--- src/rtl/pc_sequencer.sv ---
// ============================================================================
// Module   : pc_sequencer
// Purpose  : Fetch-PC sequencer with boot, trap, halt handling and retire count.
// Revision : 1.0 - initial release
// ============================================================================
`default_nettype none

module pc_sequencer #(
    parameter logic [31:0] RESET_PC = 32'h0000_0000,
    parameter logic [31:0] TRAP_PC  = 32'h0000_0100
) (
    input  logic        clk_i,
    input  logic        rst_n_i,
    input  logic        stall_i,
    input  logic        redirect_valid_i,
    input  logic [31:0] redirect_pc_i,
    input  logic        imem_error_i,
    input  logic        halt_req_i,
    input  logic        resume_i,
    output logic [31:0] pc_o,
    output logic        fetch_valid_o,
    output logic [1:0]  state_o,
    output logic [1:0]  trap_cause_o,
    output logic [31:0] retire_cnt_o
);

    typedef enum logic [1:0] {
        ST_BOOT = 2'd0,
        ST_RUN  = 2'd1,
        ST_TRAP = 2'd2,
        ST_HALT = 2'd3
    } state_t;

    localparam logic [1:0] CAUSE_NONE     = 2'd0;
    localparam logic [1:0] CAUSE_IMEM     = 2'd1;
    localparam logic [1:0] CAUSE_MISALIGN = 2'd2;

    state_t      state_q;
    logic [31:0] pc_q;
    logic [1:0]  cause_q;
    logic [31:0] cnt_q;
    logic [31:0] pc_seq_d;
    logic [31:0] cnt_inc_d;

    assign pc_seq_d  = pc_q + 32'd4;
    assign cnt_inc_d = cnt_q + 32'd1;

    always_ff @(posedge clk_i) begin
        if (!rst_n_i) begin
            state_q <= ST_BOOT;
            pc_q    <= RESET_PC;
            cause_q <= CAUSE_NONE;
            cnt_q   <= 32'd0;
        end else begin
            case (state_q)
                ST_BOOT: state_q <= ST_RUN;
                ST_RUN: begin
                    if (imem_error_i) begin
                        // Faulted fetch never retires.
                        pc_q    <= TRAP_PC;
                        cause_q <= CAUSE_IMEM;
                        state_q <= ST_TRAP;
                    end else if (halt_req_i) begin
                        state_q <= ST_HALT;
                        cnt_q   <= cnt_inc_d;
                    end else if (stall_i) begin
                        state_q <= ST_RUN;
                    end else if (redirect_valid_i) begin
                        cnt_q <= cnt_inc_d;
                        if (redirect_pc_i[1:0] == 2'b00) begin
                            pc_q <= redirect_pc_i;
                        end else begin
                            pc_q    <= TRAP_PC;
                            cause_q <= CAUSE_MISALIGN;
                            state_q <= ST_TRAP;
                        end
                    end else begin
                        pc_q  <= pc_seq_d;
                        cnt_q <= cnt_inc_d;
                    end
                end
                ST_TRAP: state_q <= ST_RUN;
                ST_HALT: begin
                    // The halting instruction already retired; resume skips past it.
                    if (resume_i) begin
                        pc_q    <= pc_seq_d;
                        state_q <= ST_RUN;
                    end
                end
                default: state_q <= ST_BOOT;
            endcase
        end
    end

    assign pc_o          = pc_q;
    assign state_o       = state_q;
    assign trap_cause_o  = cause_q;
    assign retire_cnt_o  = cnt_q;
    assign fetch_valid_o = (state_q == ST_RUN);

endmodule

`default_nettype wire
--- config.mk ---
export PLATFORM = sky130hd
export DESIGN_NAME = pc_sequencer
export DESIGN_NICKNAME = d
export VERILOG_FILES = /design/src/rtl/pc_sequencer.sv
export SDC_FILE = /design/constraint.sdc
export NUM_CORES = 1
export LEC_CHECK = 0
export CAP_MARGIN = 30
export CORE_AREA = 2 2 66 131
export CTS_CLUSTER_DIAMETER = 200
export CTS_CLUSTER_SIZE = 25
export DETAILED_ROUTE_END_ITERATION = 6
export DIE_AREA = 0 0 68 133
export HOLD_SLACK_MARGIN = 0.1
export PLACE_DENSITY = 0.83
export SLEW_MARGIN = 20
export SYNTH_ARGS = -nofsm -noshare
export SYNTH_HDL_FRONTEND = slang
export SYNTH_SLANG_ARGS = --single-unit
--- constraint.sdc ---
create_clock -name clk_i -period 3.3 [get_ports clk_i]
set_clock_uncertainty 0.2 [all_clocks]
set_input_delay 0.33 -clock clk_i [delete_from_list [all_inputs] [get_ports clk_i]]
set_output_delay 0.33 -clock clk_i [all_outputs]
set_load 0.05 [all_outputs]
[After elaboration in Yosys (flattened, before gate mapping)]
Cells that the tools add are included.
W data, S select, Z words.
Operators by class
  add/subtract/negate cells: 2
  $mul: 0
  divide/modulo/power cells: 0
  magnitude comparators: 0
  eq/ne operators: 12
  shifts and indexed selects: 0
  muxes and demuxes: 19
  bitwise gates (word level): 1
  reductions and logical operators: 9
Operators by type and width (count)
  $mux W32: 8
  $pmux W32 S2: 1
  $add A32 B1 Y32 const B: 1
  $add A32 B3 Y32 const B: 1
  $mux W2: 9
  $ne A5 B5 Y1 const B: 2
  $ne A2 B2 Y1 const B: 3
  $ne A3 B3 Y1 const B: 2
  $pmux W2 S3: 1
  $reduce_and A3 Y1: 2
  $reduce_and A5 Y1: 1
  $eq A2 B2 Y1 const B: 2
  $logic_not A2 Y1: 2
  $ne A2 B1 Y1 const B: 2
  $reduce_and A4 Y1: 1
  $reduce_bool A2 Y1: 2
  $eq A2 B1 Y1 const B: 1
  $reduce_or A2 Y1: 1
  $not A1 Y1: 1
Storage, ports and cells
  register bits after elaboration: 68
  bits in latches: 0
  bits in writable memories: 0
  ROM bits: 0
  input bits: 39
  output and inout bits: 69
  word-level logic and storage cells: 47
  memories: 0

[Depth between registers and ports, before layout]
Gate-level depths: netlist of run 1.
  depth after elaboration: 7
  depth in mapped cells: 8
  depth with buffers taken out: 6

[Least setup slack after synthesis of run 1]
OpenSTA, ideal clock, no wires.
  path type: register -> register
  start point: reg pc_q[2], in the netlist pc_o[2]
  end point: reg pc_q[20], in the netlist pc_o[20]
  setup time: 134 ps
  arrival: 2520 ps
  data required time: 2966 ps
  slack: 446 ps
  cell stages (with the launch flop): 7
  path buffers: 0
  period minus slack after synthesis: 2854 ps
  path through: dfxtp_1 -> ha_1 -> nand3_1 -> nor4_1 -> nand2_1 -> a221oi_1 -> nor4_1
Between the ends
  word-level cells in the longest chain between the ends: 6
  elaborated cells on any way between the ends: 7
  classes of those cells: add/sub (1); mux (6)
RTL lines
  start, declared: line 39  | logic [31:0] pc_q;
  start signal, assigned: line 71  | pc_q <= redirect_pc_i;
  start signal, assigned: line 78  | pc_q <= pc_seq_d;
  start signal, assigned: line 86  | pc_q <= pc_seq_d;
  $add A32 B3 Y32 (*): line 45  | assign pc_seq_d = pc_q + 32'd4;
  $mux W32: line 68  | end else if (redirect_valid_i) begin
  $mux W32: line 66  | end else if (stall_i) begin
  $mux W32: line 63  | end else if (halt_req_i) begin
  $mux W32: line 58  | if (imem_error_i) begin
  $pmux W32 S2 (*): line 55  | case (state_q)
Every way passes the cells marked *; elsewhere a longest branch is shown, timed or not. The select of a mux whose other input is x is not followed.
A chain may end at the register's enable or synchronous reset.

[Worst setup path in the final report of run 1]
  start point: reg state_q[0], in the netlist state_o[0]
  end point: out fetch_valid_o
Between the ends
  word-level cells in the longest chain between the ends: 1
RTL lines
  start, declared: line 38  | state_t state_q;
  start signal, assigned: line 50  | state_q <= ST_BOOT;
  start signal, assigned: line 56  | ST_BOOT: state_q <= ST_RUN;
  start signal, assigned: line 62  | state_q <= ST_TRAP;
  $eq A2 B1 Y1: line 99  | assign fetch_valid_o = (state_q == ST_RUN);
  end, declared: line 21  | output logic fetch_valid_o,
Every way passes these cells.

==> parameters.txt, run 1 <==
Parameter                              Value

Pwr
  Worst vdd rail ir drop    307 uV
  Final Power    ~2.0 mW
  LEAKAGE    about 1.8 nW
  Power per Cell Area    about 380 mW/mm2

Critical path
  Stage delay of the slowest cell on the critical path    0.91 ns
  Worst Setup Start Kind    flop
  FF-to-FF setup slack    ~0.53 ns
  Critical Path AT    ~2.3 ns
  Origin of the critical flop-to-flop path    state_o[0]
  Endpoint of the worst register-to-register path    retire_cnt_o[28]
  Register-to-Register Path Depth    5
  Largest driver fanout on the critical path    11
  Worst setup path category    flop to output pin
  Cells along the critical path    nor2b_1 -> clkdlybuf4s50_1
  Crit. End Element    output pin
  CP max stage cell    clkdlybuf4s50_1
  Required time at the endpoint of the critical path    around 2.8 ns

Die
  Row cnt    47
  Total Die Area    0.00904 mm2
  Core area    between 0.008 and 0.009 mm2
  I/O pin cnt    about 110
  Initial core utilization    0.463
  Horizontal extent of the die    68 um
  Height of the die    between 100 and 150 um

Final layout
  Commonest cells after routing, fill and taps aside    107 x clkdlybuf4s50_1, 68 x dfxtp_1, 50 x nor2_1
  Non-Filler Cell Area, Final    0.00526 mm2
  Count of inserted antenna diode cells    0
  Final layout net count    roughly 630
  Fraction of layout cells with a size suffix above 1    0.0760
  Non-filler cells in the finished layout    between 600 and 700
  Fill cells    slightly above 700
  Synthesis-to-layout area growth    39.8%
  Most common library cell in the layout ignoring fill and taps    clkdlybuf4s50_1

CTS
  CTS tree    built
  # Post-CTS Setup Buffers    0
  Clock slew seen by the registers of the worst setup and hold paths    0.05 ns
  Worst skew pair latency    0.33 ns
  Count of clock tree sinks    68
  Resize count post-CTS    0
  Hold bufs inserted after CTS    0
  Clock root buffer master    clkbuf_16
  Number of buffers created by CTS    9
  H-tree lvl count    3
  Maximum number of buffers from clock root to sink    2

Synth
  Number of standard cells after synthesis    480
  Post-synthesis average cell area    slightly below 8 um2
  Net count after synthesis    between 500 and 600
  Ys async rst share    0
  Synth Warn #    0
  Mapped cell area    around 0.0038 mm2
  Main synth FF type    dfxtp_1
  Number of flip-flops and latches in the synthesized netlist    68
  Yosys cell types    60
  Count of flip-flops with a built-in enable after synthesis    0
  Fraction of the yosys area taken by sequential cells    0.362

Global route
  Pin count of the biggest net entering global routing    33
  Global routing usage on met2    0.386
  Via count of the first global-routing pass    roughly 3,900
  Antenna violations before repair    0
  Leftover overflow at the end of global routing    0
  First-pass GRT wire length    18,100 um
  Met1 usage    0.341
  Overall track demand over capacity in global routing    0.255
  Peak-usage layer in the global routing report    met2
  Global-route track usage on met3    0.0680

Status
  Result of the run    completed

Hold path
  Hold Crit Start    trap_cause_o[1]
  Sink of the worst hold path    trap_cause_o[1]
  Worst Hold Class    flop to flop
  Hold Path Cell Cnt    2

Routing
  Detailed Route Iter0 Violations    between 400 and 500
  DRC violations left    0
  Wire per inst    about 16 um
  Final wirelength    11,100 um
  Drt first pass iters    7
  Post-detailed-route count of antenna-violating nets    0
  Vias per cell    around 6.0
  Via total after detailed routing    4,129

Placement
  Cell area reported after detailed placement    between 0.004 and 0.005 mm2
  Post-Place Cells    677
  Placer Congestion    between 0.8 and 0.9
  Number of I/O port buffers    ~110
  Detailed placer's ending HPWL    ~7700 um

STA
  Clock period minus worst slack    2.80 ns
  Count of endpoints failing hold in the final timing report    0
  Actual slew at the worst max-slew pin    0.620 ns
  Setup repair after global routing missed its margin    false
  Tightest hold margin    between 0.2 and 0.25 ns
  Final number of setup-violating endpoints    0
  Setup total negative slack    0 ns
  Maximum operating frequency    357 MHz
  Pins over their slew limit    0
  Normalized max-slew margin    0.587
  Period utilization    0.849

Run
  Max cap viols    0
## worst max-delay path, delay by kind of cell (launching register included)
family	cells	cell delay [ns]
flops	1	0.56
simple gates	1	0.47
buf+inv	1	0.91
## Yosys cell counts (all sizes together) (12+ instances only)
cell type / n / share of area
a21oi: 39 / 0.052
clkbuf: 24 / 0.027
dfxtp: 68 / 0.36
inv: 16 / 0.016
nand2: 42 / 0.042
nand3: 21 / 0.028
nand4: 23 / 0.042
nor2: 50 / 0.050
nor3: 18 / 0.024
nor4: 12 / 0.020
o21ai: 28 / 0.037
xnor2: 15 / 0.035
## stage by stage
| stage | utilization | worst slack, ns |
|---|---|---|
| 2_1_floorplan | - | 0.446 |
| 3_3_place_gp | 0.615 | 0.634 |
| 3_5_place_dp | 0.615 | 0.585 |
| 4_1_cts | 0.648 | 0.519 |
| 5_1_grt | 0.648 | 0.386 |
| 6_report | 0.648 | 0.500 |
## layout make-up
class,count,area [um2],share of cell area
multi-input cells,370,2240,0.426
inverters,16,60.1,0.0114
clock inverters,2,12.5,0.00238
repair buffers,125,1210,0.230
flip-flops and latches,68,1360,0.259
well taps,98,123,0.0233
clock buffers,11,253,0.0481
## per-layer routing
layer / part of all wire / vias up
met5: 0 / -
met4: 0.019 / 0
met3: 0.072 / 19
met2: 0.46 / 194
met1: 0.44 / 1910
li1: - / 2006
## state kept, by name (all words and copies together) (netlist names)
name / count
retire_cnt_o: 32
trap_cause_o: 2
state_o: 2
pc_o: 32
## logic make-up after synthesis
kind of cell             Yosys count  synth area share
AO/OA/AOI/OAI                    128             0.224
multiplexers                       6            0.0160
XOR/XNOR                          24            0.0559
buffers and inverters             42            0.0469
adder cells (fa/ha/maj)            2           0.00665
AND/OR/NAND/NOR                  210             0.288
flip-flops                        68             0.362
## report_power, final
part           internal (mW)  leakage [nW]  switching, mW
combinational          0.115          1.07          0.165
clock                  0.534         0.129          0.336
sequential             0.836         0.550         0.0235
total                   1.49          1.75          0.525
## worst max path at each step
stage / cells past startpoint / endpoint / slack (ns) / from
6_report: 2 / fetch_valid_o / 0.50 / state_o[0]
5_1_grt: 5 / retire_cnt_o[28] / 0.39 / state_o[0]
4_1_cts: 2 / fetch_valid_o / 0.52 / state_o[0]
3_5_place_dp: 5 / retire_cnt_o[28] / 0.59 / state_o[0]
3_3_place_gp: 6 / retire_cnt_o[30] / 0.63 / halt_req_i
2_1_floorplan: 6 / pc_o[20] / 0.45 / pc_o[2]
(Power assumes the default switching activity.)
==> run 2, diff against run 1 <==
- CORE_AREA: 2 2 66 131 -> 2 2 70 138
- DIE_AREA: 0 0 68 133 -> 0 0 72 140
- PLACE_DENSITY: 0.83 -> 0.78
- clock period: 3.3 -> 2.3 ns (I/O delays scaled with it)
==> run 2 against run 1 <==
Against the previous run: the flow now finishes with violations (negative setup slack); critical endpoint is now retire_cnt_o[30]; count of clock-buffer cells in the layout is 1 higher; utilization shrank 0.23 points; critical path type is now flop to flop; critical path depth grew 3; die area grew 11%.
==> parameters.txt, run 2 (synthesis results as in run 1) <==
Parameter                              Value

Critical path
  Critical Path AT    2.40 ns (+0.13 ns)
  CP max stage cell    or4_2
  Required time at the endpoint of the critical path    2.32 ns (-0.45 ns)
  Worst Setup Start Kind    flop
  Critical path depth    5 (+3)
  Stage delay of the slowest cell on the critical path    0.65 ns (-0.26 ns)
  Cells along the critical path    nand4_4 -> or4_4 -> or4_2 -> o31ai_1 -> a21oi_2
  Crit. End Element    flop
  Largest driver fanout on the critical path    6 (-5)
  Number of buffers and inverters on the critical path    0 (-1)
  Register-to-Register Path Depth    5 (unchanged)
  Worst setup path category    flop to flop
  Top delay family on crit path    simple AND/OR/NAND/NOR gates

Routing
  Wire per inst    17.8 um (+11%)
  Final wirelength    13,000 um (+18%)
  Via total after detailed routing    4,443 (+7.6%)
  Post-detailed-route count of antenna-violating nets    0 (unchanged)
  DRC violations left    0 (unchanged)
  Detailed Route Iter0 Violations    128 (-69%)
  Vias per cell    6.07 (+1.4%)
  Drt first pass iters    5 (-2)

CTS
  Hold bufs inserted after CTS    0 (unchanged)
  Count of clock tree sinks    68 (unchanged)
  CTS tree    built
  Number of buffers created by CTS    9 (unchanged)
  Worst skew pair latency    0.34 ns (about the same)
  Clock root buffer master    clkbuf_16
  Clock slew seen by the registers of the worst setup and hold paths    0.06 ns (about the same)
  H-tree lvl count    3 (unchanged)
  Maximum number of buffers from clock root to sink    2 (unchanged)

Final layout
  Non-filler cells in the finished layout    732 (+6.1%)
  Most common library cell in the layout ignoring fill and taps    clkdlybuf4s50_1
  Synthesis-to-layout area growth    54.7%
  Fraction of layout cells with a size suffix above 1    0.189 (+0.113)
  Commonest cells after routing, fill and taps aside    106 x clkdlybuf4s50_1, 50 x nor2_1, 49 x buf_4
  Final layout net count    666 (+5.5%)
  Fin util    0.645 (-0.00226)
  Count of inserted antenna diode cells    0 (unchanged)

Placement
  Worst Setup Slack post-DPL    -0.288 ns (-0.874 ns)
  Post-Place Cells    712 (+5.2%)
  Placer Congestion    0.925 (+3.7%)
  Detailed placer's ending HPWL    9450 um (+23%)
  Number of I/O port buffers    107 (unchanged)

Pwr
  Switching Share    0.252 (-0.00914)
  Cell internal pwr    2.46 mW (+66%)
  LEAKAGE    2.05 nW (+17%)
  Switch Pwr    0.829 mW (+58%)
  Worst vdd rail ir drop    365 uV (+19%)
  Logic gate share of total power    0.139 (about the same)
  Final Power    3.29 mW (+64%)
  Power share of the clock group    0.492 (+0.059)
  Seq pwr share    0.369 (-0.059)
  Power per Cell Area    566 mW/mm2 (+48%)

Die
  Row cnt    49 (+4.3%)
  Height of the die    140 um (+5.3%)
  Horizontal extent of the die    72 um (+5.9%)
  I/O pin cnt    108 (unchanged)
  Total Die Area    0.0101 mm2 (+11%)
  Core area    0.00901 mm2 (+11%)
  Initial core utilization    0.417 (-0.0461)

Hold path
  Hold Path Cell Cnt    2 (unchanged)
  Worst Hold Class    flop to flop

STA
  Slack of the critical path    -0.0890 ns (-0.589 ns)
  Period utilization    1.04
  Setup repair after global routing missed its margin    true
  Actual slew at the worst max-slew pin    0.536 ns (-0.0838 ns)
  Pins over their slew limit    0 (unchanged)
  Clock period minus worst slack    ~2.4 ns
  Normalized max-slew margin    0.642 (+0.0552)
  Final number of setup-violating endpoints    4 (+4)
  Maximum operating frequency    around 420 MHz
  Count of endpoints failing hold in the final timing report    0 (unchanged)
  Tightest hold margin    0.248 ns (+0.000134 ns)

Global route
  Overall track demand over capacity in global routing    0.262 (+0.00683)
  Leftover overflow at the end of global routing    0 (unchanged)
  Pin count of the biggest net entering global routing    28 (-15%)
  Via count of the first global-routing pass    4,389 (+12%)
  Antenna violations before repair    0 (unchanged)
  First-pass GRT wire length    20,800 um (+15%)

Status
  Failing checks    negative setup slack
  Result of the run    complete, but fails checks

Run
  Max cap viols    0 (unchanged)
-- run 2: changes by cell type in the layout (fill, tap and decap cells not counted), sizes merged --
cell	before	now
buf	18	53
clkbuf	11	12
inv	16	17
bufinv	0	2
clkdlybuf4s50	107	106
or4	6	7
clkinv	1	0
-- run 2: area by class of cell --
class	instances	area, um2
multi-input cells	371	2350
well taps	102	128
inverters	16	60.1
flip-flops and latches	68	1420
repair buffers	159	1510
clock buffers	12	278
fillers	771	3200
clock inverters	4	76.3
-- run 2: worst paths after layout --
path                    start               end  slack (ns)
max          retire_cnt_o[10]  retire_cnt_o[30]       -0.09
min           trap_cause_o[1]   trap_cause_o[1]        0.25
max reg2reg  retire_cnt_o[10]  retire_cnt_o[30]       -0.09
min reg2reg   trap_cause_o[1]   trap_cause_o[1]        0.25
-- run 2: power by group through the flow --
stage	Sequential [mW]	Combinational [mW]	Clock, mW
3_5_place_dp	1.24	0.450	0
3_3_place_gp	1.24	0.445	0
6_report	1.22	0.457	1.62
5_1_grt	1.22	0.485	1.69
4_1_cts	1.22	0.453	1.64
2_1_floorplan	1.31	0.170	0
-- run 2: routing by layer --
metal  vias up  global-route usage  wire (um)
met1      2146               0.261       4610
met2       167               0.480       7270
li1       2087                   -          -
met3        43              0.0468        641
met4         0               0.164        527
met5         -                   0          0
-- run 2: metrics by stage --
step / cell area [um2] / setup TNS, ns
floorplan: 3910 / -1.23
global placement: 5410 / -1.17
detailed placement: 5410 / -1.80
CTS: 5800 / -0.169
global route: 5820 / -0.486
finish: 5820 / -0.227
-- run 2: tightest hold or removal path, delay by kind of cell (launching register included) --
kind / cells / cell delay [ns]
buffers and inverters: 1 / 0.05
DFF: 1 / 0.30
AOI/OAI and AO/OA: 1 / 0.05
-- run 2: what timing repair did --
action | CTS | global route
pin swaps | 2 | 2
resized for setup | 2 | 5
setup buffers | 3 | 0
endpoints found under the setup margin | 6 | 10
gates cloned | 1 | 0
==> run 3, diff against run 2 <==
- CTS_CLUSTER_SIZE: 25 -> 20
- REMOVE_ABC_BUFFERS: not set -> 1
==> run 3 against run 2 <==
Against the previous run: the flow still finishes with violations (negative setup slack); combinational power grew 2%; clock power shrank 4%; flip-flop and latch count unchanged; utilization is essentially flat; first-iteration DRC count increased by 98%.
==> parameters.txt, run 3 (synthesis results as in run 1) <==
Parameter                              Value

STA
  Tightest hold margin    0.232 ns (-0.0159 ns)
  Count of endpoints failing hold in the final timing report    0 (unchanged)
  Normalized max-slew margin    0.580 (-0.0617)
  Period utilization    1.03 (-0.00463)
  Clock period minus worst slack    2.38 ns (-0.0107 ns)
  Pins over their slew limit    0 (unchanged)
  Slack of the critical path    -0.0784 ns (+0.0107 ns)
  Final number of setup-violating endpoints    6 (+2)
  Actual slew at the worst max-slew pin    0.625 ns (+0.0895 ns)
  Maximum operating frequency    420 MHz (+0.45%)
  Setup repair after global routing missed its margin    true

Pwr
  Power per Cell Area    559 mW/mm2 (-1.3%)
  Switch Pwr    0.814 mW (-1.9%)
  Worst vdd rail ir drop    461 uV (+26%)
  Seq pwr share    0.376 (+0.007)
  Cell internal pwr    2.44 mW (-1.0%)
  Logic gate share of total power    0.144 (+0.005)
  LEAKAGE    2.08 nW (+1.1%)
  Switching Share    0.250 (-0.00165)
  Power share of the clock group    0.481 (-0.011)

Global route
  Overall track demand over capacity in global routing    0.268 (+0.00673)
  Antenna violations before repair    0 (unchanged)
  Leftover overflow at the end of global routing    0 (unchanged)
  Pin count of the biggest net entering global routing    43 (+54%)
  First-pass GRT wire length    21,300 um (+2.3%)
  Via count of the first global-routing pass    4,453 (+1.5%)

Critical path
  Largest driver fanout on the critical path    7 (+1)
  Origin of the critical flop-to-flop path    retire_cnt_o[10]
  Worst Setup Start Kind    flop
  Worst setup path start    retire_cnt_o[10]
  Worst setup path category    flop to flop
  Critical Path AT    2.45 ns (+0.05 ns)
  Required time at the endpoint of the critical path    2.38 ns (+0.06 ns)
  Crit. End Element    flop

Die
  I/O pin cnt    108 (unchanged)
  Total Die Area    0.0101 mm2 (unchanged)
  Core area    0.00901 mm2 (unchanged)
  Row cnt    49 (unchanged)
  Height of the die    140 um (unchanged)
  Initial core utilization    0.417 (unchanged)
  Horizontal extent of the die    72 um (unchanged)

Run
  Max cap viols    0 (unchanged)

Final layout
  Fraction of layout cells with a size suffix above 1    0.172 (-0.0165)
  Fin util    0.645 (about the same)
  Non-Filler Cell Area, Final    0.00582 mm2 (about the same)
  Count of inserted antenna diode cells    0 (unchanged)
  Non-filler cells in the finished layout    746 (+1.9%)
  Final layout net count    680 (+2.1%)
  Commonest cells after routing, fill and taps aside    105 x clkdlybuf4s50_1, 63 x dfxtp_1, 63 x buf_4
  Most common library cell in the layout ignoring fill and taps    clkdlybuf4s50_1
  Synthesis-to-layout area growth    54.7% (about the same)

Routing
  Post-detailed-route count of antenna-violating nets    0 (unchanged)
  Detailed Route Iter0 Violations    254 (+98%)
  Final wirelength    13,500 um (+3.3%)
  Vias per cell    5.96 (-1.8%)
  DRC violations left    0 (unchanged)
  Drt first pass iters    6 (+1)
  Wire per inst    18.1 um (+1.3%)
  Via total after detailed routing    4,448 (+0.11%)

Placement
  Post-Place Cells    723 (+1.5%)
  Detailed placer's ending HPWL    9420 um (-0.27%)
  Number of I/O port buffers    107 (unchanged)
  Cell area reported after detailed placement    0.00536 mm2 (-1.0%)
  Worst Setup Slack post-DPL    -0.223 ns (+0.0655 ns)
  Placer Congestion    0.899 (-2.8%)

Hold path
  Hold Crit Start    redirect_pc_i[9]
  Worst Hold Class    input pin to flop

CTS
  CTS tree    built
  Count of clock tree sinks    68 (unchanged)
  Number of buffers created by CTS    9 (unchanged)
  Clock root buffer master    clkbuf_16
  Clock slew seen by the registers of the worst setup and hold paths    0.06 ns (about the same)
  H-tree lvl count    3 (unchanged)
  Maximum number of buffers from clock root to sink    2 (unchanged)
  Worst skew pair latency    0.34 ns (about the same)

Status
  Result of the run    complete, but fails checks
  Failing checks    negative setup slack
run 3: area by class of cell:
cell class / count / area (um2)
flip-flops and latches: 68 / 1370
multi-input cells: 371 / 2310
well taps: 102 / 128
repair buffers: 173 / 1620
inverters: 16 / 60.1
fillers: 759 / 3200
clock inverters: 3 / 67.6
clock buffers: 13 / 270
run 3: timing repair:
action                                 CTS  global route
pin swaps                                2             2
buffers inserted                         3             3
setup endpoints to repair                7            11
endpoints found under the hold margin    0             0
hold buffers                             0             0
cloned                                   1             0
resized for setup                       10             8
run 3: stage by stage:
stage / TNS (ns) / power, mW
final: -0.319 / 3.25
after detailed placement: -1.61 / 1.71
after CTS: -0.209 / 3.26
after floorplan: -53.77 / 1.46
after global placement: -1.19 / 1.70
after global routing: -0.627 / 3.35
run 3: worst max-delay path: stages, from the launching register on:
cell     delay (ns)
dfxtp_2        0.35
nand4_4        0.10
or4_4          0.52
or4_4          0.49
or3_2          0.49
a21oi_2        0.16
run 3: routing by layer:
layer / wire, um / vias to the layer above / global-route usage
li1: - / 2114 / -
met4: 642 / 0 / 0.172
met2: 7340 / 195 / 0.490
met3: 767 / 48 / 0.0612
met1: 4720 / 2091 / 0.259
met5: 0 / - / 0
run 3: worst paths after layout:
kind | end | depth (start not counted) | slack, ns
setup / recovery | retire_cnt_o[26] | 5 | -0.08
hold / removal | pc_o[9] | 3 | 0.23
setup reg to reg | retire_cnt_o[26] | 5 | -0.08
hold reg to reg | trap_cause_o[0] | 2 | 0.28
run 3: power groups by stage:
| stage | registers, mW | clock network [mW] | logic [mW] |
|---|---|---|---|
| 2_1_floorplan | 1.32 | 0 | 0.139 |
| 3_3_place_gp | 1.25 | 0 | 0.453 |
| 3_5_place_dp | 1.25 | 0 | 0.460 |
| 4_1_cts | 1.22 | 1.58 | 0.464 |
| 5_1_grt | 1.22 | 1.62 | 0.499 |
| 6_report | 1.22 | 1.56 | 0.467 |
